## config.mk

```make
export PLATFORM = sky130hd
export DESIGN_NAME = mux_21_arbiter
export DESIGN_NICKNAME = d
export VERILOG_FILES = /design/src/rtl/mux_21_arbiter.sv
export SDC_FILE = /design/constraint.sdc
export NUM_CORES = 1
export LEC_CHECK = 0
export CAP_MARGIN = 5
export CORE_ASPECT_RATIO = 0.9
export CORE_UTILIZATION = 24
export CTS_CLUSTER_DIAMETER = 60
export DETAILED_ROUTE_END_ITERATION = 6
export DONT_BUFFER_PORTS = 1
export PLACE_DENSITY = 0.35
export REMOVE_ABC_BUFFERS = 1
export SYNTH_ARGS = -nofsm -noshare
export SYNTH_HDL_FRONTEND = slang
export SYNTH_SLANG_ARGS = --single-unit
```

## constraint.sdc

```tcl
create_clock -name clk -period 5.8 [get_ports clk]
set_clock_uncertainty 0.15 [all_clocks]
set_input_delay 0.58 -clock clk [delete_from_list [all_inputs] [get_ports clk]]
set_output_delay 0.58 -clock clk [all_outputs]
set_load 0.01 [all_outputs]
```

## src/rtl/mux_21_arbiter.sv

```systemverilog
`default_nettype none
// +----------------------------------------------------------------------+
// | Module      : mux_21_arbiter                                         |
// | Description : Two-source round-robin packet arbiter that owns the    |
// |               select line of a 2:1 output mux and passes the ready   |
// |               handshake back to the granted source.                  |
// | Options     : ARB_WATCHDOG_EN - stall watchdog that force-releases   |
// |               a grant after TIMEOUT cycles without an accepted beat. |
// | Revision    : 1.0 - initial release                                  |
// +----------------------------------------------------------------------+
module mux_21_arbiter #(
  parameter int WIDTH   = 8,
  parameter int TIMEOUT = 16
) (
  input  logic             clk,
  input  logic             rst,
  input  logic             v0_i,
  input  logic [WIDTH-1:0] d0_i,
  input  logic             l0_i,
  output logic             r0_o,
  input  logic             v1_i,
  input  logic [WIDTH-1:0] d1_i,
  input  logic             l1_i,
  output logic             r1_o,
  output logic             y_valid_o,
  output logic [WIDTH-1:0] y_data_o,
  output logic             y_last_o,
  input  logic             y_ready_i,
  output logic             sel_o,
  output logic             busy_o,
  output logic             timeout_o
);

  typedef enum logic [1:0] {
    IDLE = 2'd0,
    G0   = 2'd1,
    G1   = 2'd2
  } state_t;

  state_t st_q, st_d;
  logic   prio_q, prio_d;
  logic   sel_q, sel_d;

  // Signals describing the currently granted source and the other one.
  logic   vn_w;
  logic   ln_w;
  logic   vo_w;
  logic   accept_w;
  logic   pkt_end_w;
  logic   wd_fire_w;

  assign busy_o   = (st_q == G0) || (st_q == G1);
  assign vn_w     = (st_q == G1) ? v1_i : v0_i;
  assign ln_w     = (st_q == G1) ? l1_i : l0_i;
  assign vo_w     = (st_q == G1) ? v0_i : v1_i;
  assign accept_w = busy_o && vn_w && y_ready_i;
  // A packet ends on an accepted last beat, or when the watchdog forces it.
  assign pkt_end_w = (accept_w && ln_w) || wd_fire_w;
  assign sel_o     = sel_q;

  // Output mux: steer the granted source straight through, idle drives zeros.
  always_comb begin
    y_valid_o = 1'b0;
    y_data_o  = '0;
    y_last_o  = 1'b0;
    r0_o      = 1'b0;
    r1_o      = 1'b0;
    case (st_q)
      G0: begin
        y_valid_o = v0_i;
        y_data_o  = d0_i;
        y_last_o  = l0_i;
        r0_o      = y_ready_i;
      end
      G1: begin
        y_valid_o = v1_i;
        y_data_o  = d1_i;
        y_last_o  = l1_i;
        r1_o      = y_ready_i;
      end
      default: begin
      end
    endcase
  end

  // Next-state, round-robin pointer and select update.
  always_comb begin
    st_d   = st_q;
    prio_d = prio_q;
    case (st_q)
      IDLE: begin
        if (v0_i && v1_i) begin
          st_d = prio_q ? G1 : G0;
        end else if (v0_i) begin
          st_d = G0;
        end else if (v1_i) begin
          st_d = G1;
        end
      end
      G0, G1: begin
        if (pkt_end_w) begin
          // Favour the other source on the next tie.
          prio_d = (st_q == G0);
          if (vo_w) begin
            st_d = (st_q == G0) ? G1 : G0;
          end else if (vn_w) begin
            st_d = st_q;
          end else begin
            st_d = IDLE;
          end
        end
      end
      default: st_d = IDLE;
    endcase

    // Select follows the grant and holds its last value while idle.
    case (st_d)
      G0:      sel_d = 1'b0;
      G1:      sel_d = 1'b1;
      default: sel_d = sel_q;
    endcase
  end

  // State, priority pointer and select registers.
  always_ff @(posedge clk) begin
    if (rst) begin
      st_q   <= IDLE;
      prio_q <= 1'b0;
      sel_q  <= 1'b0;
    end else begin
      st_q   <= st_d;
      prio_q <= prio_d;
      sel_q  <= sel_d;
    end
  end

`ifdef ARB_WATCHDOG_EN
  localparam int CNT_W = $clog2(TIMEOUT + 1);
  localparam logic [CNT_W-1:0] CNT_MAX = CNT_W'(TIMEOUT);

  logic [CNT_W-1:0] wd_cnt_q, wd_cnt_d;

  assign wd_fire_w = busy_o && (wd_cnt_q == CNT_MAX);
  assign timeout_o = wd_fire_w;

  // Stall counter: counts granted cycles without progress, clears on any
  // accepted beat, while idle, and on the forced release itself.
  always_comb begin
    wd_cnt_d = wd_cnt_q + CNT_W'(1);
    if (!busy_o || accept_w || wd_fire_w) begin
      wd_cnt_d = '0;
    end
  end

  // Watchdog counter register.
  always_ff @(posedge clk) begin
    if (rst) begin
      wd_cnt_q <= '0;
    end else begin
      wd_cnt_q <= wd_cnt_d;
    end
  end
`else
  assign wd_fire_w = 1'b0;
  assign timeout_o = 1'b0;
`endif

endmodule
`default_nettype wire

```

==> results of run 1 <==
[stage by stage]
| stage | power (W) | cells | setup WS (ns) |
|---|---|---|---|
| 2_1_floorplan | 0.0000835 | 60 | 3.52 |
| 3_3_place_gp | 0.0000942 | 85 | 3.21 |
| 3_5_place_dp | 0.0000936 | 85 | 3.24 |
| 4_1_cts | 0.000129 | 88 | 3.23 |
| 5_1_grt | 0.000139 | 88 | 3.09 |
| 6_report | 0.000126 | 88 | 3.26 |
[power groups by stage]
stage,clock (W),sequential (W),combinational (W)
global placement,0,0.0000342,0.0000600
CTS,0.0000357,0.0000335,0.0000597
finish,0.0000335,0.0000335,0.0000587
floorplan,0,0.0000332,0.0000503
detailed placement,0,0.0000339,0.0000597
global route,0.0000388,0.0000340,0.0000657
[how the worst max path moves through the flow]
stage                               to  depth (start not counted)
CTS                 sel_o$_SDFFE_PP0P_                          9
global placement    sel_o$_SDFFE_PP0P_                          9
global route        sel_o$_SDFFE_PP0P_                          9
detailed placement  sel_o$_SDFFE_PP0P_                          9
finish              sel_o$_SDFFE_PP0P_                          9
floorplan           sel_o$_SDFFE_PP0P_                          9
[cells in the mapped netlist (2+ instances only)]
cell type	number
nor2b_1	10
a22oi_1	11
inv_1	4
dfxtp_1	4
nor2_1	3
mux2i_1	2
ha_1	6
and2_1	2
a21oi_1	2
nand3_1	2
[cells by family (layout without fill, tap and decap cells)]
group           count (synthesis)  in the layout  share of synthesized area (%)
compound gates                 20             20                           30.0
fa+ha+maj                       6              6                           14.1
buf+inv                         8              7                           7.98
flops                           4              4                           15.0
mux                             3              3                           6.34
other cells                     1              1                          0.704
simple gates                   22             22                           25.8
[placed cells by master, fill, tap and decap left out, drive strengths merged, types with 2 or more instances in the layout]
cell type,n
nand3,2
clkbuf,3
a21oi,2
ha,6
a211oi,2
inv,4
dfxtp,4
and2,2
mux2i,3
nor2,3
nor2b,10
a22oi,11
[routing by layer]
metal	share of wire, %	vias up	track usage (%)	wire length, µm
li1	-	229	-	-
met1	45	199	11.8	515
met2	45	21	13.8	512
met3	8.6	2	4.62	98
met4	1.2	0	6.49	14
met5	0	-	0	0
[worst max-delay path, cell delays in order, from the launching register on]
cell and delay, ns:
dfxtp_1 0.39, inv_1 0.10, ha_1 0.56, nand2_1 0.14, a211oi_2 0.23, a221oi_2 0.11, or2_1 0.22, ha_1 0.29
mux2i_1 0.18, nor2_1 0.05
[flip-flops by register name (all words and copies together) (netlist names)]
register,count
sel_o,1
prio_q,1
st_q,2
[layout make-up]
| class | instances | area (µm²) |
|---|---|---|
| Fill cell | 218 | 1450 |
| Multi-Input combinational cell | 52 | 410 |
| Sequential cell | 4 | 80.1 |
| Tap cell | 25 | 31.3 |
| Clock buffer | 3 | 22.5 |
| Inverter | 4 | 15.0 |
==> reports/qor.yml, run 1 <==
synth_cells: 64
hold_path_depth: 1
fin_setup_tns_ns: 0
cts_tree: "done"
p_seq_share_pct: 26.6
port_buffers: 0
nets: 94
routed-via-count: 451
report.final.setup_viol: 0
ff2ff_setup_slack_ns: 3.26
layout-drive-gt1-share_pct: 11.1
r2r_cells: 9
diodes: 0
synth_edf_count: 0
finalWirelength_um: 1140
cts-buffers-inserted: 3
antenna_found_initial: 0
htree_levels: 1
synth_top_area_share_pct: 15.5
leakagePower_nw: 0.204
async_flop_share_pct: 0
p_per_area_nw_per_um2: 225
synthTopCellsByArea: "a22oi_1, dfxtp_1, ha_1, nor2b_1, mux2i_1"
worst_skew_pair.late_latency_ns: 0.23
ant_nets: 0
yosys.area.top_type: "a22oi_1"
drt_iter0_markers: 17
syn-cell-area_um2: 533
grt_max_degree: 15
post-route-cell-area_um2: 559
startpoint: "st_q[0]$_SDFF_PP0_"
row_count: 15
holdCritStartpoint: "rst"
synth_seq_cells: 4
grtUsageTotal_pct: 9.72
sw_frac_of_total_pct: 37.0
endpoint_kind: "flip-flop"
boundaryPins: 38
clkPwrFrac_pct: 26.6
drv_cap: 0
reg2reg_from: "st_q[0]$_SDFF_PP0_"
p_int_w: 0.0000792
wl_per_cell_um: 13.0
finalMaxSlewViolations: 0
coreArea_um2: 2010
cts_root_buf: "clkbuf_4"
gp_routability_congestion: 0.674
r2r-end: "sel_o$_SDFFE_PP0P_"
drc_errors: 0
hold_viol_final: 0
crit_fanout: 14
die_y_um: 46.7
synth_warnings: 0
ys_types: 28
placed_area_um2: 537
numClockSinks: 4
cts-resized-gates: 0
peakVddDrop_mv: 0.0647
grt_pass1_vias: 373
clk_pin_slew_ns: 0.04
die-area_um2: 2410
initial_core_util_pct: 26.5
hold_path_class: "primary input to flip-flop"
clockBufferDepth: 2
startpoint_type: "flip-flop"
period_needed_ns: 2.54
first_pass_iters: 4
outcome: "complete, no violations"
ys_seq_area_share_pct: 15.0
finalHoldWorstSlack_ns: 0.265
fin_util_pct: 27.9
post_cts_buffers: 0
synthFlopType: "dfxtp_1"
hpwl_um: 918
combPwrFrac_pct: 46.7
period_share_pct: 43.8
critPathRequiredTime_ns: 5.77
crit_type: "flip-flop to flip-flop"
overflow: 0
arrival_ns: 2.51
routed_via_density: 5.13
syn_avg_cell_area_um2: 8.33
grt_pass1_wl_um: 1640
rsz0062_at_grt: "false"
area_delta_synth_final_pct: 4.93
hold-path-endpoint: "sel_o$_SDFFE_PP0P_"
p_sw_w: 0.0000465
cts_hold_buf: 0
die_x_um: 51.7
timing.fmax_ghz: 0.394
No activity file was read; power rests on OpenSTA's default activity.
==> run 2: changes to the inputs <==
PLACE_DENSITY = 0.36   (was 0.35)
clock period = 2.25 ns   (was 5.8 ns; I/O delays follow)
==> run 2 against run 1 <==
  * Worst hold slack worse by 0.056 ns
  * Worst setup slack lost 3.2 ns
  * Wire length increased by 17%
  * Critical path depth did not move
  * Die area unchanged
  * Register-to-register slack worse by 3.2 ns
  * Critical endpoint unchanged
  * Combinational power grew to 3.6 times the previous value
==> reports/qor.yml, run 2 (synthesis results as in run 1) <==
holdCritStartpoint: "y_ready_i"
area_delta_synth_final_pct: 32.4
first_pass_iters: 3
nets: 103
clockBufferDepth: 2
hold_viol_final: 0
boundaryPins: 38
fin_setup_tns_ns: 0
routed_via_density: 4.99
period_share_pct: 96.4
hold_path_class: "primary input to flip-flop"
grt_pass1_wl_um: 1950
die_x_um: 51.7
endpoint_kind: "flip-flop"
post-route-cell-area_um2: 706
wl_per_cell_um: 13.7
timing.fmax_ghz: 0.461
layout-drive-gt1-share_pct: 31.9
p_per_area_nw_per_um2: 549
report.final.setup_viol: 0
clk_pin_slew_ns: 0.04
crit_type: "flip-flop to flip-flop"
arrival_ns: 2.14
diodes: 0
drt_iter0_markers: 3
cts_tree: "done"
gp_routability_congestion: 0.710
grt_pass1_vias: 453
placed_area_um2: 597
cts-buffers-inserted: 3
ant_nets: 0
critPathRequiredTime_ns: 2.22
routed-via-count: 484
crit_fanout: 3
drc_errors: 0
reg2reg_from: "st_q[0]$_SDFF_PP0_"
finalMaxSlewViolations: 0
htree_levels: 1
period_needed_ns: 2.17
rsz0062_at_grt: "true"
die-area_um2: 2410
startpoint_type: "flip-flop"
r2r_cells: 9
hpwl_um: 1050
hold-path-endpoint: "prio_q$_SDFFE_PP0P_"
hold_path_depth: 4
final_common_cell: "a22oi_1"
cts_root_buf: "clkbuf_4"
leakagePower_nw: 0.253
final_cell_mix: "a22oi_1, nor2b_1, buf_4"
outcome: "complete, no violations"
drv_cap: 0
overflow: 0
ff2ff_setup_slack_ns: 0.08
coreArea_um2: 2010
top_register: "st_q"
row_count: 15
largest_reg_flops: 2
worst_skew_pair.late_latency_ns: 0.24
port_buffers: 0
antenna_found_initial: 0
peakVddDrop_mv: 0.393
grt_max_degree: 12
die_y_um: 46.7
initial_core_util_pct: 26.5
r2r-end: "sel_o$_SDFFE_PP0P_"
grtUsageTotal_pct: 11.5
finalWirelength_um: 1330
numClockSinks: 4
-- run 2: cell types whose count changed in the layout (fill, tap and decap cells not counted), moves of 2 or more --
cell,before,now
buf_4,0,8
ha_1,6,3
ha_4,0,3
dfxtp_1,4,2
-- run 2: metal layers --
layer | up-vias | wire length (µm) | GRT usage [%]
li1 | 249 | - | -
met1 | 212 | 661 | 15.4
met2 | 21 | 572 | 15.8
met3 | 2 | 83 | 4.95
met4 | 0 | 14 | 4.86
met5 | - | 0 | 0
-- run 2: repair_timing --
action | in CTS | in global routing
hold buffers | 1 | 0
hold endpoints to repair | 4 | 0
gates resized for setup | 0 | 15
endpoints found under the setup margin | 0 | 1
setup buffers | 0 | 0
-- run 2: worst max path at each step --
stage,startpoint,to,slack [ns],cells after the start
after CTS,st_q[0]$_SDFF_PP0_,sel_o$_SDFFE_PP0P_,0.02,9
after floorplan,st_q[0]$_SDFF_PP0_,sel_o$_SDFFE_PP0P_,-0.03,9
after detailed placement,st_q[0]$_SDFF_PP0_,sel_o$_SDFFE_PP0P_,0.04,9
final,st_q[0]$_SDFF_PP0_,sel_o$_SDFFE_PP0P_,0.08,9
after global routing,st_q[0]$_SDFF_PP0_,sel_o$_SDFFE_PP0P_,-0.09,9
after global placement,st_q[0]$_SDFF_PP0_,sel_o$_SDFFE_PP0P_,0.02,9
-- run 2: where the power goes --
part | switching [W] | internal [W]
combinational | 0.000105 | 0.000104
clock | 0.0000301 | 0.0000597
sequential | 0.00000874 | 0.0000791
total | 0.000144 | 0.000243
-- run 2: final cells by class --
type	count	area [µm²]
multi-input combinational	52	479
tap	25	31.3
fill	215	1300
timing repair buffer	9	70.1
clock buffer	3	22.5
inverter	4	17.5
sequential	4	85.1
-- run 2: worst max-delay path, stage by stage (launching register included) --
cell,delay (ns)
dfxtp_2,0.34
inv_4,0.06
ha_4,0.17
mux2i_4,0.19
a211o_1,0.31
a221oi_2,0.26
or2_1,0.14
ha_1,0.23
mux2i_1,0.14
nor2_1,0.05
-- run 2: through the flow --
| stage | total power [W] | hold slack [ns] | instances | worst slack [ns] | utilization (%) |
|---|---|---|---|---|---|
| final | 0.000387 | 0.210 | 97 | 0.0801 | 35.1 |
| after global routing | 0.000421 | 0.236 | 97 | -0.0863 | 35.1 |
| after CTS | 0.000369 | 0.206 | 97 | 0.0165 | 31.3 |
| after detailed placement | 0.000270 | 0.150 | 93 | 0.0351 | 29.7 |
| after global placement | 0.000271 | 0.148 | 93 | 0.0229 | 29.7 |
| after floorplan | 0.000215 | 0.147 | 60 | -0.0279 | - |
==> variant 1: new RTL, settings of run 1 <==
`WIDTH`: 8 -> 12.
--- a/src/rtl/mux_21_arbiter.sv
+++ b/src/rtl/mux_21_arbiter.sv
@@ -10,5 +10,5 @@
 // +----------------------------------------------------------------------+
 module mux_21_arbiter #(
-  parameter int WIDTH   = 8,
+  parameter int WIDTH   = 12,
   parameter int TIMEOUT = 16
 ) (
Ports: changed (resized d0_i, d1_i and y_data_o); port bits go from 38 to 50. No check against the original RTL was run, so the function may have changed too.
==> variant 1 against run 1 <==
The flow now finishes with violations (DRC). Global-route usage rose by 1.9 points. Wire length increased by 53%. Critical path depth stayed put. Synthesized area rose by 24%. Total power rose by 34%. Core utilization down 1.0 points. First-iteration DRC count is 18% higher. Worst setup slack got worse by 0.25 ns. Sequential cell count is the same. Cell area grew 21%. Largest cell class unchanged. Largest power group unchanged. Highest routed layer unchanged.
==> variant 1: results (changes against run 1) <==
reg2reg end=sel_o$_SDFFE_PP0P_ (unchanged); main flop type after synthesis=dfxtp_1 (unchanged); drc violations=3 (was 0); Largest Register=st_q (unchanged); CP Max Fanout=21 (was 14); htree depth=1 (unchanged); Critical path origin=st_q[1]$_SDFF_PP0_ (was st_q[0]$_SDFF_PP0_); clock slew seen by the registers of the worst setup and hold paths=0.04 ns (about the same); TritonRoute pass-1 iters=7 (was 4); GPL Wtd Cong=0.793 (was 0.674); largest net degree at the start of global routing=22 (was 15); post-CTS setup buffer count=0 (unchanged); Hold Crit Class=input pin to register (unchanged); Yosys Warn Count=0 (unchanged); Starting DRT DRC Count=20 (was 17); outcome=complete, but fails checks (was finished clean); synthesized area per cell=7.67 sq um (was 8.33 sq um); Hold Worst Slack=0.251 ns (was 0.265 ns); final WL=1750 um (was 1140 um); Worst EP arrival=2.78 ns (was 2.51 ns); setup TNS=0 ns (unchanged); Reg2Reg Launch Point=st_q[1]$_SDFF_PP0_ (was st_q[0]$_SDFF_PP0_); number of flip-flops in the largest register=2 (unchanged); violated checks=DRC; Post-synth top cells=15 x nor2b_1, 14 x a22oi_1, 6 x ha_1, 6 x nand3_1 (was 11 x a22oi_1, 10 x nor2b_1, 6 x ha_1); number of buffers added on ports=0 (unchanged); synth unique cells=31 (was 28); Worst-Margin Slew=0.649 ns; worst stage delay on the critical path=0.65 ns (was 0.56 ns); share of cells above drive strength 1=0.0843 (was 0.111); CP max stage cell=ha_1 (unchanged); Layout Nets=122 (was 94); Tot GR Track Use=0.117 (was 0.0972); maximum VDD drop=0.0942 mV (was 0.0647 mV); top cells by area, synth=a22oi_1 16%, nor2b_1 14%, dfxtp_1 12%, ha_1 11%, nand3_1 4.6% (was a22oi_1 15%, dfxtp_1 15%, ha_1 14%, nor2b_1 12%, mux2i_1 3.8%); ys async rst share=0 (unchanged); initial antenna violation count=0 (unchanged); Seq/Total Area, Yosys=0.121 (was 0.150); kind of critical path=register to register (unchanged); Worst-Skew Late Latency=0.24 ns; vias in the first global route=520 (was 373); Post-CTS Resized=0 (unchanged); fill cell count=276 (was 218); Num CTS Buffers=3 (unchanged); # diodes=0 (unchanged); WL per Instance=15.7 um (was 13.0 um); clock buffer depth=2 (unchanged); cell count after placement=108 (was 85); Root Buffer Master=clkbuf_4 (unchanged); reg-to-reg slack, setup=3.01 ns (was 3.26 ns); via-per-instance ratio=5.84 (was 5.13); first-pass GRT wire length=2460 um (was 1640 um); Worst R2R Path Depth=9 (unchanged); Pleak=0.218 nW (was 0.204 nW); DP HPWL=1340 um (was 918 um)
variant 1: cell count changes after synthesis, sizes merged, moves of 2 or more:
| cell | run 1 | this run |
|---|---|---|
| nor2b | 10 | 15 |
| and2 | 2 | 4 |
| nand3 | 2 | 6 |
| o2111ai | 0 | 2 |
| clkbuf | 1 | 3 |
| a22oi | 11 | 14 |
| nand2 | 1 | 3 |
variant 1: metal layers:
metal | track usage | up-vias | wire length (um) | share of wire
met5 | 0 | - | 0 | 0
met4 | 0.0732 | 0 | 42 | 0.024
met3 | 0.0522 | 5 | 120 | 0.069
met2 | 0.161 | 25 | 779 | 0.45
met1 | 0.146 | 301 | 802 | 0.46
li1 | - | 317 | - | -
variant 1: final cells by class:
cell class                      count  share of cell area
Tap cell                           28              0.0516
Multi-Input combinational cell     73               0.781
Inverter                            3              0.0166
Sequential cell                     4               0.118
Clock buffer                        3              0.0331
variant 1: kinds of logic after synthesis:
| family | synth area share |
|---|---|
| simple gates | 0.349 |
| compound gates | 0.288 |
| buf+inv | 0.0740 |
| fa+ha+maj | 0.114 |
| flops | 0.121 |
| mux | 0.0474 |
| other cells | 0.00569 |
variant 1: how the worst min path moves through the flow:
stage,end,start,cells past startpoint
finish,sel_o$_SDFFE_PP0P_,rst,1
floorplan,prio_q$_SDFFE_PP0P_,prio_q$_SDFFE_PP0P_,2
CTS,sel_o$_SDFFE_PP0P_,rst,1
global route,sel_o$_SDFFE_PP0P_,rst,1
detailed placement,prio_q$_SDFFE_PP0P_,prio_q$_SDFFE_PP0P_,2
global placement,prio_q$_SDFFE_PP0P_,prio_q$_SDFFE_PP0P_,2
variant 1: through the flow:
step / area (sq um) / power [mW] / worst slack (ns) / util
after CTS: 679 / 0.170 / 2.99 / 0.268
final: 679 / 0.168 / 3.01 / 0.268
after global routing: 679 / 0.184 / 2.76 / 0.268
after floorplan: 622 / 0.114 / 3.38 / -
after detailed placement: 657 / 0.132 / 3.00 / 0.260
after global placement: 657 / 0.132 / 3.07 / 0.260
variant 1: power by group:
| part | switching, mW | internal, mW |
|---|---|---|
| Clock | 0.0128 | 0.0232 |
| Sequential | 0.00434 | 0.0311 |
| Combinational | 0.0571 | 0.0392 |
variant 1: worst max-delay path, delay by kind of cell (launching register included):
kind	cells	cell delay, ns
adders and majority gates	2	0.93
AOI/OAI and AO/OA	3	0.74
DFF	1	0.41
and+or+nand+nor	2	0.18
muxes	1	0.15
buffers and inverters	1	0.13
==> variant 2: new RTL, flow settings as in run 1 <==
Made on the original files. Re-encode `state_t` (3 states) as one-hot, 3 bits wide.
--- a/src/rtl/mux_21_arbiter.sv
+++ b/src/rtl/mux_21_arbiter.sv
@@ -32,8 +32,8 @@
 );
 
-  typedef enum logic [1:0] {
-    IDLE = 2'd0,
-    G0   = 2'd1,
-    G1   = 2'd2
+  typedef enum logic [2:0] {
+    IDLE = 3'b001,
+    G0   = 3'b010,
+    G1   = 3'b100
   } state_t;
 
Function: no difference found for any inputs over 10 cycles, from zero or initial values and one cycle with rst high; not proved beyond that.
==> variant 2 against run 1 <==
Fmax grew 8.1%. Worst setup slack improved by 0.19 ns. Cell area is 8.7% lower. Count of clock-buffer cells in the layout rose by 1. Sequential cell count grew 1. Synthesized area is 11% lower. Synthesized cell count fell by 1.6%. First-iteration DRC count down 47%. Wire length up 16%. Core utilization is 1.3 points higher. Hold slack got worse by 0.016 ns. Critical path type is now register to output port.
Power is not compared: it rests on default switching activity, and its combinational part moved more than twofold at a synthesized area within 25%.
==> variant 2: results (changes against run 1) <==
Hold Worst Slack=0.250 ns (was 0.265 ns); PnR worst setup slack=3.45 ns (was 3.26 ns); met2 Usage GRT=0.206 (was 0.138); via count=448 (was 451); cell count after placement=83 (was 85); worst stage delay on the critical path=0.54 ns (was 0.56 ns); share of cells above drive strength 1=0.0952 (was 0.111); first-pass GRT wire length=2130 um (was 1640 um); wire length on met1=665 um (was 515 um); met2 WL=576 um (was 512 um); WL per Instance=15.2 um (was 13.0 um); Starting DRT DRC Count=9 (was 17); cell family with most CP delay=simple AND/OR/NAND/NOR gates (was adder cells); Worst R2R Path Depth=4 (was 9); Seq/Total Area, Yosys=0.212 (was 0.150); Final Cell Area=510 sq um (was 559 sq um); GRT met1 Usage=0.169 (was 0.118); Placed Area=484 sq um (was 537 sq um); GPL Wtd Cong=0.668 (was 0.674); M3 GR Usage=0.0241 (was 0.0462); synthesized area per cell=7.51 sq um (was 8.33 sq um); vias in the first global route=438 (was 373); Reg2Reg Launch Point=st_q[0]$_SDFF_PP1_ (was st_q[0]$_SDFF_PP0_); fill cell count=202 (was 218); outcome=finished clean (unchanged)
==> variant 2: cell types whose count changed in the layout (fill, tap and decap cells not counted), sizes merged, moves of 2 or more <==
cell,delta
a21oi,+2
inv,-4
nand2b,+3
nor2b,-9
nor3b,+2
ha,-6
a22oi,-2
nor2,+10
==> variant 2: area by class of cell <==
| class | count | area share |
|---|---|---|
| Clock buffer | 4 | 0.0515 |
| Multi-Input combinational cell | 54 | 0.694 |
| Sequential cell | 5 | 0.196 |
| Tap cell | 24 | 0.0588 |
==> variant 2: power breakdown <==
part           internal, mW  switching (mW)  leakage, nW
combinational        0.0101          0.0140       0.0887
sequential           0.0370         0.00691       0.0410
clock                0.0261          0.0151       0.0150
==> variant 2: kinds of logic after synthesis <==
| group | after synthesis | synth area share |
|---|---|---|
| simple gates | 30 | 0.365 |
| compound gates | 19 | 0.288 |
| flops | 5 | 0.212 |
| mux | 4 | 0.0873 |
| buf+inv | 4 | 0.0397 |
| other cells | 1 | 0.00793 |
